## src/rtl/conv_maxpool2x2_pkg.sv

```systemverilog
// Shared definitions for the conv accelerator pooling stage.
//   DEF_ACT_BITS : activation width (unsigned, post-ReLU)
//   DEF_MAX_W    : maximum frame width in pixels (even)
//   DEF_DIM_BITS : width of the frame geometry ports
//   pool_state_t : control FSM encoding
package conv_maxpool2x2_pkg;

    localparam int DEF_ACT_BITS = 8;
    localparam int DEF_MAX_W    = 256;
    localparam int DEF_DIM_BITS = 9;

    typedef enum logic {
        ST_IDLE = 1'b0,
        ST_RUN  = 1'b1
    } pool_state_t;

endpackage

```

## src/rtl/conv_maxpool2x2_pool_line_buf.sv

```systemverilog
// Half-width line buffer holding the horizontal maxima of the even row
// until the matching odd row arrives. No reset: contents are always written
// before they are read within a frame.
//   clk   : clock
//   we    : write enable
//   waddr : write index (pixel column >> 1)
//   wdata : horizontal max to store
//   raddr : read index (pixel column >> 1)
//   rdata : combinational read data
module pool_line_buf #(
    parameter int DEPTH     = 128,
    parameter int ACT_BITS  = 8,
    parameter int ADDR_BITS = 7
) (
    input  logic                 clk,
    input  logic                 we,
    input  logic [ADDR_BITS-1:0] waddr,
    input  logic [ACT_BITS-1:0]  wdata,
    input  logic [ADDR_BITS-1:0] raddr,
    output logic [ACT_BITS-1:0]  rdata
);

    logic [ACT_BITS-1:0] mem [DEPTH];

    always_ff @(posedge clk) begin
        if (we) begin
            mem[waddr] <= wdata;
        end
    end

    assign rdata = mem[raddr];

endmodule

```

## src/rtl/conv_maxpool2x2.sv

```systemverilog
// 2x2 stride-2 max-pool (or bypass) on a raster-order activation stream.
//   clk, rstn   : clock, asynchronous active-low reset
//   start       : latch is_pool/width/height, clear counters, (re)enter RUN
//   is_pool     : 1 = max-pool, 0 = bypass
//   width       : frame width 1..MAX_W
//   height      : frame height >= 1
//   vld_i, din  : input pixel stream, one pixel per valid
//   dout, vld_o : output pixel stream, latency 1
//   frame_done  : pulse with the frame's final output cycle
//   err_overrun : sticky, pixel seen while idle; cleared by start
module conv_maxpool2x2
    import conv_maxpool2x2_pkg::*;
#(
    parameter int ACT_BITS = DEF_ACT_BITS,
    parameter int MAX_W    = DEF_MAX_W,
    parameter int DIM_BITS = DEF_DIM_BITS
) (
    input  logic                clk,
    input  logic                rstn,
    input  logic                start,
    input  logic                is_pool,
    input  logic [DIM_BITS-1:0] width,
    input  logic [DIM_BITS-1:0] height,
    input  logic                vld_i,
    input  logic [ACT_BITS-1:0] din,
    output logic [ACT_BITS-1:0] dout,
    output logic                vld_o,
    output logic                frame_done,
    output logic                err_overrun
);

    localparam int ADDR_BITS = $clog2(MAX_W / 2);

    function automatic logic [ACT_BITS-1:0] umax(input logic [ACT_BITS-1:0] a,
                                                 input logic [ACT_BITS-1:0] b);
        return (a > b) ? a : b;
    endfunction

    pool_state_t state_q, state_d;

    logic                 pool_lat;
    logic [DIM_BITS-1:0]  w_lat, h_lat, col, row;
    logic                 accept, col_last, row_last, frame_last;
    logic [ACT_BITS-1:0]  hmax_p0, pm, lb_rd, pool_max;
    logic                 lb_we;
    logic [ADDR_BITS-1:0] lb_addr;
    logic                 out_en;

    logic [ACT_BITS-1:0]  dout_p1;
    logic                 vld_p1, done_p1, err_q;

    // FSM state register
    always_ff @(posedge clk or negedge rstn) begin
        if (!rstn) begin
            state_q <= ST_IDLE;
        end else begin
            state_q <= state_d;
        end
    end

    // FSM next state: start always (re)enters RUN, aborting any frame in flight
    always_comb begin
        state_d = state_q;
        case (state_q)
            ST_IDLE: if (start) state_d = ST_RUN;
            ST_RUN: begin
                if (start) begin
                    state_d = ST_RUN;
                end else if (accept && frame_last) begin
                    state_d = ST_IDLE;
                end
            end
            default: state_d = ST_IDLE;
        endcase
    end

    // FSM outputs: a pixel coinciding with start is dropped
    always_comb begin
        accept = 1'b0;
        if (state_q == ST_RUN && vld_i && !start) begin
            accept = 1'b1;
        end
    end

    assign col_last   = (col == w_lat - DIM_BITS'(1));
    assign row_last   = (row == h_lat - DIM_BITS'(1));
    assign frame_last = col_last && row_last;

    always_ff @(posedge clk or negedge rstn) begin
        if (!rstn) begin
            pool_lat <= 1'b0;
            w_lat    <= '0;
            h_lat    <= '0;
            col      <= '0;
            row      <= '0;
        end else if (start) begin
            pool_lat <= is_pool;
            w_lat    <= width;
            h_lat    <= height;
            col      <= '0;
            row      <= '0;
        end else if (accept) begin
            if (col_last) begin
                col <= '0;
                row <= row + DIM_BITS'(1);
            end else begin
                col <= col + DIM_BITS'(1);
            end
        end
    end

    // Stage p0: horizontal max register captures the even-column pixel
    always_ff @(posedge clk) begin
        if (accept && !col[0]) begin
            hmax_p0 <= din;
        end
    end

    assign pm      = umax(hmax_p0, din);
    assign lb_addr = col[ADDR_BITS:1];
    // Only even rows write and only odd rows read, so a same-index
    // read/write collision cannot happen.
    assign lb_we   = accept && pool_lat && !row[0] && col[0];

    pool_line_buf #(
        .DEPTH    (MAX_W / 2),
        .ACT_BITS (ACT_BITS),
        .ADDR_BITS(ADDR_BITS)
    ) u_line_buf (
        .clk  (clk),
        .we   (lb_we),
        .waddr(lb_addr),
        .wdata(pm),
        .raddr(lb_addr),
        .rdata(lb_rd)
    );

    assign pool_max = umax(pm, lb_rd);
    // Odd W leaves the last column unpaired and odd H leaves the last row
    // unpaired; neither ever reaches an odd/odd position, so no output.
    assign out_en   = accept && (!pool_lat || (row[0] && col[0]));

    // Stage p1: output registers
    always_ff @(posedge clk or negedge rstn) begin
        if (!rstn) begin
            dout_p1 <= '0;
            vld_p1  <= 1'b0;
            done_p1 <= 1'b0;
            err_q   <= 1'b0;
        end else begin
            vld_p1  <= out_en;
            done_p1 <= accept && frame_last;
            if (out_en) begin
                dout_p1 <= pool_lat ? pool_max : din;
            end
            if (start) begin
                err_q <= 1'b0;
            end else if (state_q == ST_IDLE && vld_i) begin
                err_q <= 1'b1;
            end
        end
    end

    assign dout        = dout_p1;
    assign vld_o       = vld_p1;
    assign frame_done  = done_p1;
    assign err_overrun = err_q;

endmodule

```

## config.mk

```make
export PLATFORM = sky130hd
export DESIGN_NAME = conv_maxpool2x2
export DESIGN_NICKNAME = d
export VERILOG_FILES = /design/src/rtl/conv_maxpool2x2_pkg.sv /design/src/rtl/conv_maxpool2x2_pool_line_buf.sv /design/src/rtl/conv_maxpool2x2.sv
export SDC_FILE = /design/constraint.sdc
export NUM_CORES = 1
export LEC_CHECK = 0
export CORE_AREA = 2 2 297 372
export DETAILED_ROUTE_END_ITERATION = 8
export DIE_AREA = 0 0 299 374
export HOLD_SLACK_MARGIN = 0.1
export PLACE_DENSITY = 0.57
export SLEW_MARGIN = 25
export SYNTH_ARGS = -nofsm -noshare
export SYNTH_HDL_FRONTEND = slang
export SYNTH_HIERARCHICAL = 1
export SYNTH_SLANG_ARGS = --single-unit
```

## constraint.sdc

```tcl
create_clock -name clk -period 5.4 [get_ports clk]
set_input_delay 1.08 -clock clk [delete_from_list [all_inputs] [get_ports clk]]
set_output_delay 1.08 -clock clk [all_outputs]
set_load 0.01 [all_outputs]
```

# Word level (Yosys, flattened, before mapping)
# Memories as Yosys holds them, arrays and structs flattened.
# Index checks and enable logic that the tools add are counted.
dict set report totals {
  regBits 57
  ram_bits 1024
  input_bits 31
  out_inout_bits 11
  n_memories 1
}
# memory depth width read_ports rd_ports_with_merged_regs write_ports line_no
set mem_list {}
lappend mem_list {u_line_buf.mem 128 8 1 0 1 conv_maxpool2x2_pool_line_buf.sv:23} ;# logic [ACT_BITS-1:0] mem [DEPTH];
dict set report classes {
  addsub 4
  order_cmp 2
  eq_ne 2
  n_mux 18
  bitwise 1
  n_reduce_logical 20
}
# op count
set ops {}
lappend ops {{2-to-1 mux 9 bit} 6}
lappend ops {{2-to-1 mux 8 bit} 3}
lappend ops {{adder 9 x 1 -> 9 bit (second input constant)} 2}
lappend ops {{== test 9 bit} 2}
lappend ops {{subtractor 9 x 1 -> 9 bit (second input constant)} 2}
lappend ops {{> comparator 8 bit} 2}
lappend ops {{logical AND 1 bit} 11}
lappend ops {{2-to-1 mux 1 bit} 8}
lappend ops {{nonzero test 2 bit} 3}
lappend ops {{zero test 1 bit} 4}
lappend ops {{one-hot mux 1 bit (2 select lines)} 1}
lappend ops {{AND reduction 2 bit} 1}
lappend ops {{logical OR 1 bit} 1}
lappend ops {{NOT 1 bit} 1}

# Longest topological paths before layout
dict set report logic_depth {
  depth_word 8
  depth_mapped 17
}

# Hierarchy
# The synthesis kept the hierarchy.
# mod n_inst cells_each area_each_um2
set modules_own_cells {}
lappend modules_own_cells {pool_line_buf 1 1627 39505.4}
lappend modules_own_cells {conv_maxpool2x2 1 380 3588.4}

# Least setup slack after synthesis
# No wires, ideal clock.
dict set report synth_timing {
  kind {in2reg}
  start {input port din[5]}
  end {register dout_p1[1], in the netlist dout[1]}
  t_arrival_ns 5.340
  setup_slack_ns -0.044
  cell_stages 17
  path_buffers 2
  path_cell_list {inv_1 -> ha_1 -> a21oi_1 -> nor2_1 -> a211oi_1 -> a22o_1 -> clkbuf_1 -> mux2i_1 -> inv_1 -> ha_1 -> nor2b_1 -> o21a_1 -> o21ai_0 -> a21oi_1 -> and3_1 -> clkbuf_1 -> a221oi_1}
}
dict set report synth_via {
  elab_chain_len 5
}
# element line_no
set synth_lines {}
lappend synth_lines {{start: declaration} conv_maxpool2x2.sv:25} ;# input logic [ACT_BITS-1:0] din,
lappend synth_lines {{> comparator 8 bit (*)} conv_maxpool2x2.sv:36} ;# return (a > b) ? a : b;
lappend synth_lines {{2-to-1 mux 8 bit (*)} conv_maxpool2x2.sv:36}
lappend synth_lines {{net pm[1]} conv_maxpool2x2.sv:44} ;# logic [ACT_BITS-1:0] hmax_p0, pm, lb_rd, pool_max;
lappend synth_lines {{> comparator 8 bit} conv_maxpool2x2.sv:36}
lappend synth_lines {{2-to-1 mux 8 bit (*)} conv_maxpool2x2.sv:36}
lappend synth_lines {{2-to-1 mux 8 bit (*)} conv_maxpool2x2.sv:154} ;# dout_p1 <= pool_lat ? pool_max : din;
lappend synth_lines {{end signal: assignment} conv_maxpool2x2.sv:154}
lappend synth_lines {{end: declaration} conv_maxpool2x2.sv:49} ;# logic [ACT_BITS-1:0] dout_p1;
# Mark *: on every way through the listed nets, which the timed path passes. The rest lies on a longest branch.
# A chain may end at the register's enable or synchronous reset.

# Worst setup path in the final report
dict set report layout_timing {
  start {register col[1]}
  end {register dout_p1[5], in the netlist dout[5]}
}
dict set report layout_via {
  elab_chain_len 4
}
# element line_no
set layout_lines {}
lappend layout_lines {{start: declaration} conv_maxpool2x2.sv:42} ;# logic [DIM_BITS-1:0] w_lat, h_lat, col, row;
lappend layout_lines {{start signal: assignment} conv_maxpool2x2.sv:107} ;# col <= col + DIM_BITS'(1);
lappend layout_lines {{memory (128 x 8 bit) (*)} --}
lappend layout_lines {{net lb_rd[5]} conv_maxpool2x2.sv:44}
lappend layout_lines {{> comparator 8 bit} conv_maxpool2x2.sv:36}
lappend layout_lines {{2-to-1 mux 8 bit (*)} conv_maxpool2x2.sv:36}
lappend layout_lines {{2-to-1 mux 8 bit (*)} conv_maxpool2x2.sv:154}
# Marked as above.

==> flow_summary.ini <==
[status]
status = complete, no violations

[yosys]
yosysMostFrequentCell = edfxtp_1
async_flop_share = 0.0453
yosys_warnings = 6
synth_top_cell_by_area = edfxtp_1
synth_seq_area_share = 0.748
ys_seq_elements = 1081
ys_top_cells_by_area = edfxtp_1 72%, mux4_2 18%, dfrtp_1 2.8%, nor2_1 1.3%, mux2_2 0.63%
synthTopCellsByCount = 1032 x edfxtp_1, 336 x mux4_2, 148 x nor2_1, 59 x clkbuf_1, 49 x dfrtp_1
syn_inst = 2007
synth_fp_nets = 2058
ys_types = 54
synth_edf_count = 1032
yosys.area.top_type_share = 0.719
syn_area_sq_um = 43100
ys.flop_type = edfxtp_1
synth_area_per_cell_sq_um = 21.5

[timing]
drv_slew = 0
finalHoldViolCount = 0
max_slew_margin = 0.297
maxClockFrequency_mhz = 211
period_share = 0.879
final.min_clock_period_ns = 4.75
rsz0062_at_grt = false
fin_setup_tns_ns = 0
setup_viol = 0
worst_pin_slew_ns = 1.05
clock_skew_ns = 0.0446

[cts]
numCtsBuffers = 102
holdBufCountCts = 0
h-tree-depth = 3
root_buffer = clkbuf_16
insertion_delay_ns = 0.72
cts_resized = 0
cts_buffer_depth = 3
clkTransAtPathRegs_ns = 0.07
postCtsSetupBuffers = 0
cts_tree = built
cts.sinks = 1081

[power]
p_sw_frac = 0.214
clockPowerShare = 0.406
ir_worst_vdd_v = 0.000273
p_leak_nw = 15.1
seq_power_share = 0.540
switchingPower_mw = 3.73
pwr-share-comb = 0.054
p_int_mw = 13.7
fin_total_pwr_mw = 17.4
powerDensity_nw_per_um2 = 353

[setup_path]
arrival_ns = 5.32
end_kind = flop
reg2reg_slack_ns = 0.65
crit_chain = buf_12 > buf_12 > mux4_2 > mux4_2 > mux4_2 > mux2_2 > inv_1 > ha_1 > a21oi_1 > o21ai_0 > mux2i_1 > a21oi_1 > nor2_1 > a221oi_1
ff2ff_path_depth = 14
cpPeakStageDelay_ns = 0.69
r2r-start = col[1]
crit_type = reg -> reg
cpMaxStageDelayCell = dfrtp_4
critical-path-top-cell-by-count = mux4_2
path_max_fanout = 20
crit_path_start_kind = flop
critPathLaunch = col[1]
worstReg2RegEnd = dout[5]
required_ns = 5.97
crit_end = dout[5]

[grt]
track_usage = 0.180
grt_max_degree = 129
grt_pass1_wl_um = 147000
antenna_found_initial = 4
grt_pass1_vias = 21511
grt-ovfl-total = 0

[min_path]
min_path_type = in -> async

[placed_design]
portBuffers = 41
dpl_cell_area_sq_um = 46200
hpwl_um = 62400
routabilityCongestion = 0.819

[detailed_routing]
via_per_inst = 5.52
ant_nets = 0
dr.pass1.iters = 5
wirelength_um = 99400
first_iter_violations = 1603
route.detailed.drc = 0
wl_per_cell_um = 26.8
via_count = 20445

[floorplanning]
fp.dieW_um = 299
coreArea_sq_um = 108000
initial_core_util = 0.399
die_y_um = 374
die-area_sq_um = 112000
rows = 135
pin_count = 42

[layout]
syn_to_final_growth_pct = 14.7
layout.nets = 2234
diodes = 0
nFillCells = 8976
drive_gt1_frac = 0.292
stdcell_area_sq_um = 49400

[job]
maxCapViolCount = 0
[flip-flops by register name (all words and copies together) (netlist names)]
| register | count |
|---|---|
| hmax_p0 | 8 |
| dout | 8 |
| row | 9 |
| state_q | 1 |
| err_overrun | 1 |
| vld_o | 1 |
| h_lat | 9 |
| frame_done | 1 |
| w_lat | 9 |
| pool_lat | 1 |
| col | 9 |
| u_line_buf/mem | 1024 |
[stage by stage]
stage,setup WS [ns],hold slack [ns],std cells,util
after floorplan,0.0126,0.502,2007,-
after global placement,0.559,0.495,3517,0.427
after detailed placement,0.532,0.502,3517,0.427
after CTS,0.660,0.378,3705,0.457
after global routing,0.486,0.435,3705,0.457
final,0.655,0.401,3705,0.457
[layout by cell type, fill, tap and decap left out, drive strengths merged, types with 4 or more instances in the layout]
cell / Yosys / routed
a21oi: 18 / 18
a221oi: 7 / 7
buf: 47 / 139
bufinv: 0 / 9
clkbuf: 59 / 130
clkdlybuf4s50: 0 / 39
clkinv: 0 / 42
clkinvlp: 0 / 4
dfrtp: 49 / 49
edfxtp: 1032 / 1032
ha: 20 / 20
inv: 32 / 35
mux2: 24 / 24
mux2i: 11 / 11
mux4: 336 / 336
nand2: 42 / 42
nand2b: 6 / 6
nand3: 24 / 24
nand4: 14 / 14
nor2: 149 / 149
nor2b: 11 / 11
nor3: 21 / 21
nor3b: 4 / 4
o21ai: 21 / 21
o31ai: 8 / 8
or4: 8 / 8
xnor2: 15 / 15
xor2: 10 / 10
[worst min path at each step]
| stage | start | end | slack, ns | cells past startpoint |
|---|---|---|---|---|
| floorplan | h_lat[8] | h_lat[8] | 0.50 | 1 |
| CTS | rstn | row[0] | 0.38 | 1 |
| global placement | err_overrun | err_overrun | 0.50 | 2 |
| finish | rstn | row[0] | 0.40 | 1 |
| detailed placement | err_overrun | err_overrun | 0.50 | 2 |
| global route | rstn | row[1] | 0.44 | 1 |
[routing by layer]
metal | wire, um | vias up | track usage
met5 | 60 | - | 0
met4 | 2610 | 8 | 0.0596
met3 | 5580 | 129 | 0.0343
met2 | 51100 | 616 | 0.304
met1 | 40000 | 10983 | 0.234
li1 | - | 8709 | -
[cell families after synthesis]
logic type | count (synthesis) | share of synthesized area
flops | 1081 | 0.748
mux | 371 | 0.184
simple gates | 300 | 0.0323
buf+inv | 138 | 0.0138
compound gates | 72 | 0.0111
xor+xnor | 25 | 0.00508
fa+ha+maj | 20 | 0.00581
[worst max-delay path, delay by kind of cell, from the launching register on]
kind / cells / cell delay (ns)
adders and majority gates: 1 / 0.27
and+or+nand+nor: 1 / 0.40
AOI/OAI and AO/OA: 4 / 0.50
DFF: 1 / 0.69
buffers and inverters: 3 / 0.60
muxes: 5 / 2.08
[final cells by class]
| type | instances | area [sq um] | area share |
|---|---|---|---|
| tap | 1438 | 1800 | 0.0364 |
| clock inverter | 58 | 607 | 0.0123 |
| sequential | 1081 | 32200 | 0.652 |
| multi-input combinational | 788 | 10300 | 0.208 |
| inverter | 32 | 141 | 0.00286 |
| timing repair buffer | 178 | 1680 | 0.0340 |
| clock buffer | 130 | 2680 | 0.0542 |
[power groups by stage]
stage	sequential (mW)	clock (mW)	combinational, mW
after global placement	9.59	0	0.947
after global routing	9.41	7.55	1.03
after floorplan	9.59	0	0.558
after detailed placement	9.59	0	0.973
after CTS	9.41	7.24	0.974
final	9.41	7.07	0.949
Note: power is estimated with default switching activity, not from simulation.
